## src/rtl/bist_pkg.sv

```systemverilog
// Shared definitions for the March C- BIST controller: FSM encoding and
// the element table. Bit e of each table vector describes element e.
package bist_pkg;

    typedef enum logic [1:0] {
        ST_IDLE  = 2'd0,
        ST_RUN   = 2'd1,
        ST_DRAIN = 2'd2,
        ST_DONE  = 2'd3
    } bist_state_t;

    localparam int         ELEM_COUNT = 6;
    localparam logic [2:0] ELEM_LAST  = 3'd5;

    // E0 up(w0) E1 up(r0,w1) E2 up(r1,w0) E3 down(r0,w1) E4 down(r1,w0) E5 up(r0)
    // 1 = element walks the address space from N-1 down to 0
    localparam logic [ELEM_COUNT-1:0] ELEM_DOWN     = 6'b011000;
    // 1 = element issues two ops (read then write) per address
    localparam logic [ELEM_COUNT-1:0] ELEM_TWO_OP   = 6'b011110;
    // 1 = first op of the element is a read
    localparam logic [ELEM_COUNT-1:0] ELEM_RD_FIRST = 6'b111110;
    // data background expected by the element's read (0 -> all-0, 1 -> all-1)
    localparam logic [ELEM_COUNT-1:0] ELEM_RD_VAL   = 6'b010100;
    // data background written by the element's write op
    localparam logic [ELEM_COUNT-1:0] ELEM_WR_VAL   = 6'b001010;

endpackage

```

## src/rtl/bist_cmp.sv

```systemverilog
// Expected-data pipeline for BIST reads. Each issued read enters a
// pRD_LAT-deep shift register so it lines up with the memory's read data;
// a mismatch sets a sticky fail flag and the first failing address is kept.
module bist_cmp
    import bist_pkg::*;
#(
    parameter int pDATA_WIDTH = 2,
    parameter int pADDR_WIDTH = 4,
    parameter int pRD_LAT     = 2
) (
    input  logic                   i_clk,
    input  logic                   i_rst_n,
    input  logic                   i_clr,
    input  logic                   i_rd_vld,
    input  logic [pDATA_WIDTH-1:0] i_exp,
    input  logic [pADDR_WIDTH-1:0] i_addr,
    input  logic [pDATA_WIDTH-1:0] i_rdata,
    output logic                   o_fail,
    output logic [pADDR_WIDTH-1:0] o_fail_addr
);

    logic [pRD_LAT-1:0]                  r_vld;
    logic [pRD_LAT-1:0][pDATA_WIDTH-1:0] r_exp;
    logic [pRD_LAT-1:0][pADDR_WIDTH-1:0] r_addr;
    logic                                r_fail;
    logic [pADDR_WIDTH-1:0]              r_fail_addr;
    logic                                w_mis;

    // The oldest pipeline entry is aligned with the read data of this cycle.
    assign w_mis = r_vld[pRD_LAT-1] && (i_rdata != r_exp[pRD_LAT-1]);

    // Shift expected value and address along with each read in flight.
    always_ff @(posedge i_clk or negedge i_rst_n) begin
        if (!i_rst_n) begin
            r_vld  <= '0;
            r_exp  <= '0;
            r_addr <= '0;
        end else if (i_clr) begin
            r_vld  <= '0;
            r_exp  <= '0;
            r_addr <= '0;
        end else begin
            r_vld[0]  <= i_rd_vld;
            r_exp[0]  <= i_exp;
            r_addr[0] <= i_addr;
            for (int i = 1; i < pRD_LAT; i++) begin
                r_vld[i]  <= r_vld[i-1];
                r_exp[i]  <= r_exp[i-1];
                r_addr[i] <= r_addr[i-1];
            end
        end
    end

    // Sticky fail flag; the address is captured only on the first mismatch.
    always_ff @(posedge i_clk or negedge i_rst_n) begin
        if (!i_rst_n) begin
            r_fail      <= 1'b0;
            r_fail_addr <= '0;
        end else if (i_clr) begin
            r_fail      <= 1'b0;
            r_fail_addr <= '0;
        end else if (w_mis) begin
            r_fail <= 1'b1;
            if (!r_fail) begin
                r_fail_addr <= r_addr[pRD_LAT-1];
            end
        end
    end

    assign o_fail      = r_fail;
    assign o_fail_addr = r_fail_addr;

endmodule

```

## src/rtl/bist_march_ctrl.sv

```systemverilog
// March C- BIST sequencer. Walks the six March elements one memory op per
// cycle onto the registered buffer, then drains in-flight reads through
// bist_cmp before reporting done.
// Start protocol: bist_start is a level sampled on each edge while IDLE or
// DONE; one sampled high starts a run. It is ignored in RUN and DRAIN.
module bist_march_ctrl
    import bist_pkg::*;
#(
    parameter int pDATA_WIDTH = 2,
    parameter int pADDR_WIDTH = 4,
    parameter int pRD_LAT     = 2
) (
    input  logic                   bist_clk,
    input  logic                   bist_rst_n,
    input  logic                   bist_start,
    input  logic [pDATA_WIDTH-1:0] mem_rdata,
    output logic                   bist_cs,
    output logic                   bist_we,
    output logic [pADDR_WIDTH-1:0] bist_addr,
    output logic [pDATA_WIDTH-1:0] bist_pat,
    output logic                   bist_busy,
    output logic                   bist_done,
    output logic                   bist_fail,
    output logic [pADDR_WIDTH-1:0] fail_addr
);

    localparam logic [pADDR_WIDTH-1:0] LC_ADDR_MAX  = {pADDR_WIDTH{1'b1}};
    localparam int                     LC_DRAIN_W   = $clog2(pRD_LAT + 1);
    localparam logic [LC_DRAIN_W-1:0]  LC_DRAIN_END = LC_DRAIN_W'(pRD_LAT);

    bist_state_t            r_state, w_state_nxt;
    logic [2:0]             r_elem, w_elem_nxt;
    logic [pADDR_WIDTH-1:0] r_seq_addr, w_seq_addr_nxt;
    logic                   r_op, w_op_nxt;
    logic [LC_DRAIN_W-1:0]  r_drain, w_drain_nxt;

    logic                   r_cs, w_cs_nxt;
    logic                   r_we, w_we_nxt;
    logic [pADDR_WIDTH-1:0] r_addr, w_addr_nxt;
    logic [pDATA_WIDTH-1:0] r_pat, w_pat_nxt;
    logic                   r_busy, w_busy_nxt;
    logic                   r_done, w_done_nxt;
    logic                   w_clr;

    logic                   w_is_rd;
    logic                   w_pat_bit;
    logic                   w_elem_end_op;
    logic                   w_addr_term;
    logic [2:0]             w_elem_inc;

    // Decode of the op currently selected by element, address and op index.
    assign w_is_rd       = ~r_op & ELEM_RD_FIRST[r_elem];
    assign w_pat_bit     = w_is_rd ? ELEM_RD_VAL[r_elem] : ELEM_WR_VAL[r_elem];
    assign w_elem_end_op = ELEM_TWO_OP[r_elem] ? r_op : 1'b1;
    assign w_addr_term   = ELEM_DOWN[r_elem] ? (r_seq_addr == '0)
                                             : (r_seq_addr == LC_ADDR_MAX);
    assign w_elem_inc    = r_elem + 3'd1;

    // Next state, counter advance and next registered outputs.
    always_comb begin
        w_state_nxt    = r_state;
        w_elem_nxt     = r_elem;
        w_seq_addr_nxt = r_seq_addr;
        w_op_nxt       = r_op;
        w_drain_nxt    = r_drain;
        w_cs_nxt       = 1'b0;
        w_we_nxt       = 1'b0;
        w_addr_nxt     = '0;
        w_pat_nxt      = '0;
        w_busy_nxt     = 1'b0;
        w_done_nxt     = r_done;
        w_clr          = 1'b0;

        case (r_state)
            ST_IDLE, ST_DONE: begin
                if (bist_start) begin
                    w_state_nxt    = ST_RUN;
                    w_elem_nxt     = 3'd0;
                    w_seq_addr_nxt = '0;
                    w_op_nxt       = 1'b0;
                    w_drain_nxt    = '0;
                    w_done_nxt     = 1'b0;
                    w_clr          = 1'b1;
                end
            end

            ST_RUN: begin
                w_cs_nxt   = 1'b1;
                w_we_nxt   = ~w_is_rd;
                w_addr_nxt = r_seq_addr;
                w_pat_nxt  = {pDATA_WIDTH{w_pat_bit}};
                w_busy_nxt = 1'b1;
                if (!w_elem_end_op) begin
                    w_op_nxt = 1'b1;
                end else begin
                    w_op_nxt = 1'b0;
                    if (!w_addr_term) begin
                        w_seq_addr_nxt = ELEM_DOWN[r_elem] ? r_seq_addr - pADDR_WIDTH'(1)
                                                           : r_seq_addr + pADDR_WIDTH'(1);
                    end else if (r_elem == ELEM_LAST) begin
                        w_state_nxt = ST_DRAIN;
                        w_drain_nxt = '0;
                    end else begin
                        w_elem_nxt     = w_elem_inc;
                        w_seq_addr_nxt = ELEM_DOWN[w_elem_inc] ? LC_ADDR_MAX : '0;
                    end
                end
            end

            ST_DRAIN: begin
                if (r_drain == LC_DRAIN_END) begin
                    w_state_nxt = ST_DONE;
                    w_done_nxt  = 1'b1;
                end else begin
                    w_drain_nxt = r_drain + LC_DRAIN_W'(1);
                    w_busy_nxt  = 1'b1;
                end
            end

            default: begin
                w_state_nxt = ST_IDLE;
            end
        endcase
    end

    // FSM state register.
    always_ff @(posedge bist_clk or negedge bist_rst_n) begin
        if (!bist_rst_n) begin
            r_state <= ST_IDLE;
        end else begin
            r_state <= w_state_nxt;
        end
    end

    // Sequencing counters and registered buffer-side outputs.
    always_ff @(posedge bist_clk or negedge bist_rst_n) begin
        if (!bist_rst_n) begin
            r_elem     <= 3'd0;
            r_seq_addr <= '0;
            r_op       <= 1'b0;
            r_drain    <= '0;
            r_cs       <= 1'b0;
            r_we       <= 1'b0;
            r_addr     <= '0;
            r_pat      <= '0;
            r_busy     <= 1'b0;
            r_done     <= 1'b0;
        end else begin
            r_elem     <= w_elem_nxt;
            r_seq_addr <= w_seq_addr_nxt;
            r_op       <= w_op_nxt;
            r_drain    <= w_drain_nxt;
            r_cs       <= w_cs_nxt;
            r_we       <= w_we_nxt;
            r_addr     <= w_addr_nxt;
            r_pat      <= w_pat_nxt;
            r_busy     <= w_busy_nxt;
            r_done     <= w_done_nxt;
        end
    end

    // Reads are taken from the registered outputs so the pipeline depth
    // matches the buffer plus memory latency.
    bist_cmp #(
        .pDATA_WIDTH (pDATA_WIDTH),
        .pADDR_WIDTH (pADDR_WIDTH),
        .pRD_LAT     (pRD_LAT)
    ) u_cmp (
        .i_clk       (bist_clk),
        .i_rst_n     (bist_rst_n),
        .i_clr       (w_clr),
        .i_rd_vld    (r_cs & ~r_we),
        .i_exp       (r_pat),
        .i_addr      (r_addr),
        .i_rdata     (mem_rdata),
        .o_fail      (bist_fail),
        .o_fail_addr (fail_addr)
    );

    assign bist_cs   = r_cs;
    assign bist_we   = r_we;
    assign bist_addr = r_addr;
    assign bist_pat  = r_pat;
    assign bist_busy = r_busy;
    assign bist_done = r_done;

endmodule

```

## config.mk

```make
export PLATFORM = sky130hd
export DESIGN_NAME = bist_march_ctrl
export DESIGN_NICKNAME = d
export VERILOG_FILES = /design/src/rtl/bist_pkg.sv /design/src/rtl/bist_cmp.sv /design/src/rtl/bist_march_ctrl.sv
export SDC_FILE = /design/constraint.sdc
export NUM_CORES = 1
export LEC_CHECK = 0
export BUFFER_PORTS_ARGS = -buffer_cell sky130_fd_sc_hd__buf_2
export CORE_AREA = 2 2 84 86
export CTS_CLUSTER_DIAMETER = 40
export CTS_CLUSTER_SIZE = 40
export DETAILED_ROUTE_END_ITERATION = 10
export DIE_AREA = 0 0 86 88
export PLACE_DENSITY_LB_ADDON = 0.08
export SLEW_MARGIN = 25
export SYNTH_ARGS = -nofsm -noshare
export SYNTH_HDL_FRONTEND = slang
export SYNTH_SLANG_ARGS = --single-unit
```

## constraint.sdc

```tcl
create_clock -name bist_clk -period 3.2 [get_ports bist_clk]
set_clock_uncertainty 0.2 [all_clocks]
set_input_delay 0.32 -clock bist_clk [delete_from_list [all_inputs] [get_ports bist_clk]]
set_output_delay 0.32 -clock bist_clk [all_outputs]
set_load 0.01 [all_outputs]
```

==> flow_metrics.py <==
metrics = {
    "status": {
        "status": "finished clean",
    },
    "layout": {
        "drive_gt1_frac": 0.221,
        "final_common_cell": "dfrtp_1",
        "final_cell_mix": "38 x dfrtp_1, 19 x buf_2, 14 x and2_1",
        "finalInstanceArea_sq_um": 2210,
        "nets": 211,
        "n_antenna_cell": 0,
        "area_delta_synth_final_pct": 13.0,
        "final_core_util": 0.333,
        "final_cells": 275,
    },
    "timing": {
        "finalSetupTns_ns": 0,
        "fin_crit_ns": 2.72,
        "drv_slew": 0,
        "slew_headroom": 0.438,
        "rsz0062_at_grt": "false",
        "tightest_slew_ns": 0.843,
        "hold_viol_final": 0,
        "finalSetupViolCount": 0,
        "min_period_over_period": 0.849,
        "fmax_ghz": 0.368,
    },
    "pwr": {
        "p_leak_nw": 1.12,
        "irDropWorstVdd_mv": 0.271,
        "p_per_area_nw_per_um2": 840,
    },
    "die": {
        "core_area_sq_um": 6640,
        "boundaryPins": 20,
        "die_h_um": 88,
        "die-area_sq_um": 7570,
        "die_w_um": 86,
        "start_util": 0.295,
        "rows": 30,
    },
    "global_routing": {
        "grt_pass1_wl_um": 6200,
        "antenna_found_initial": 0,
        "grt_max_degree": 39,
        "gr-total-overflow": 0,
        "grt_pass1_vias": 1295,
        "grt_usage": 0.106,
    },
    "job": {
        "cap_viol_max_count": 0,
    },
    "route": {
        "wl_per_cell_um": 13.2,
        "via_per_inst": 4.81,
        "dr.pass1.iters": 4,
        "dr_total_vias": 1322,
        "dr.first_iter.drc_count": 37,
        "routed_wl_um": 3620,
        "drc": 0,
        "drtAntennaViolNets": 0,
    },
    "clock_network": {
        "worstSkewPairLatency_ns": 0.28,
        "cts_sinks": 38,
        "cts_buffer_depth": 2,
        "cts_made_buffers": 5,
        "htreeDepth": 2,
        "clock-root-buffer": "clkbuf_8",
        "post_cts_buffers": 0,
        "cts_tree": "done",
        "clk_pin_slew_ns": 0.07,
    },
    "logic_synthesis": {
        "synth_cells": 173,
        "synth_top_cell_by_area": "dfrtp_1",
        "synth_cell_types": 54,
        "ys_ff_latch": 38,
        "ys_top_cells_by_area": "dfrtp_1 49%, ha_1 6.4%, and2_1 4.5%, mux2i_1 3.1%, nor2_1 1.9%",
        "syn-mean-instance-area_sq_um": 11.3,
        "synth.net_count": 189,
        "ys_seq_area_frac": 0.485,
        "synth_top_area_share": 0.485,
        "syn-cell-area_sq_um": 1960,
        "synth-warning-count": 0,
    },
    "critical_path": {
        "cp-start-kind": "register",
        "worstSetupEndpointType": "register",
        "worstSetupPathType": "register to register",
        "crit_fanout": 9,
        "crit_required_ns": 3.17,
        "critPathArrivalTime_ns": 2.69,
    },
    "place": {
        "io_buffer_count": 19,
        "placed_area_sq_um": 2120,
        "hpwl_um": 2720,
        "dp_cells": 267,
        "place_congestion": 0.743,
    },
    "worst_hold_path": {
        "hold_path.class": "input pin to register",
    },
}
[per-stage QoR]
step / power [mW] / hold slack (ns) / setup WS (ns)
CTS: 1.89 / 0.188 / 0.479
floorplan: 1.37 / -0.176 / 0.666
global route: 2.02 / 0.243 / 0.338
finish: 1.86 / 0.193 / 0.485
global placement: 1.57 / 0.226 / 0.553
detailed placement: 1.58 / 0.231 / 0.503
[worst max-delay path, stage by stage, from the launching register on]
cell	delay, ns
dfrtp_1	0.50
ha_1	0.31
nor2b_4	0.17
or2_1	0.27
ha_1	0.28
a21o_1	0.18
a21oi_1	0.16
xnor2_1	0.10
o211a_1	0.23
o22a_1	0.19
[path summary, 6_finish.rpt]
check | slack (ns) | startpoint | end | cells past startpoint
setup reg to reg | 0.48 | r_elem[0] | r_seq_addr[3] | 9
min in group asynchronous | 0.49 | bist_rst_n | bist_pat[0] | 2
hold reg to reg | 0.24 | bist_we | u_cmp.r_vld[0] | 1
hold / removal | 0.19 | mem_rdata[0] | u_cmp.o_fail | 4
max in group asynchronous | 1.78 | bist_rst_n | u_cmp.o_fail_addr[3] | 2
setup / recovery | 0.48 | r_elem[0] | r_seq_addr[3] | 9
[cells in the mapped netlist (all sizes together)]
| cell type | count |
|---|---|
| or2 | 2 |
| a21o | 2 |
| and2 | 14 |
| o221ai | 1 |
| clkbuf | 3 |
| o211a | 2 |
| nor2 | 11 |
| nand2 | 8 |
| mux2 | 2 |
| o21a | 1 |
| a21oi | 8 |
| a211oi | 1 |
| xnor2 | 3 |
| or4 | 1 |
| mux2i | 6 |
| buf | 2 |
| nor2b | 3 |
| inv | 10 |
| nand2b | 2 |
| and2b | 1 |
| a21bo | 1 |
| nor4 | 2 |
| a2111oi | 2 |
| nand3 | 5 |
| or2b | 1 |
| o21ai | 8 |
| o31ai | 1 |
| o311ai | 2 |
| a211o | 3 |
| fa | 1 |
| nor3 | 4 |
| and3 | 2 |
| o22a | 1 |
| dfrtp | 38 |
| ha | 10 |
| or4b | 1 |
| nand4 | 2 |
| nor3b | 1 |
| or3 | 2 |
| nand3b | 1 |
| o211ai | 2 |
[final cells by class]
class	instances	area (sq um)
sequential	38	951
clock buffer	5	68.8
fill	687	4430
clock inverter	2	10.0
inverter	10	37.5
multi-input combinational	120	941
timing repair buffer	20	105
tap	80	100
[power by group]
group	leakage (nW)	switching, mW	total, mW	internal (mW)
combinational	0.563	0.469	0.828	0.359
sequential	0.515	0.121	0.729	0.609
clock	0.0438	0.156	0.302	0.146
[state kept, by name, summed over array words and instances, names as in the netlist, 3 cells and up]
name and count:
r_elem 3, bist_addr 4, r_seq_addr 4, u_cmp.r_addr 8, u_cmp.o_fail_addr 4
[metal layers]
metal | vias to the layer above | track usage | wire [um]
met2 | 28 | 0.171 | 1730
li1 | 653 | - | -
met4 | 0 | 0.0476 | 72
met3 | 5 | 0.0245 | 136
met5 | - | 0 | 0
met1 | 636 | 0.137 | 1690
[logic make-up (layout without fill, tap and decap cells)]
family | after synthesis | after routing | share of synthesized area
muxes | 8 | 8 | 0.0441
xor gates and xnor gates | 3 | 3 | 0.0134
AOI/OAI and AO/OA | 35 | 35 | 0.144
buffers and inverters | 15 | 37 | 0.0345
adders and majority gates | 11 | 11 | 0.0741
DFF | 38 | 38 | 0.485
and+or+nand+nor | 63 | 63 | 0.205
[timing repair]
action                    4_1_cts  5_1_grt
hold buffers                    1        0
hold endpoints to repair       38        0
gates resized for setup         0        0
No activity file was read; power rests on OpenSTA's default activity.
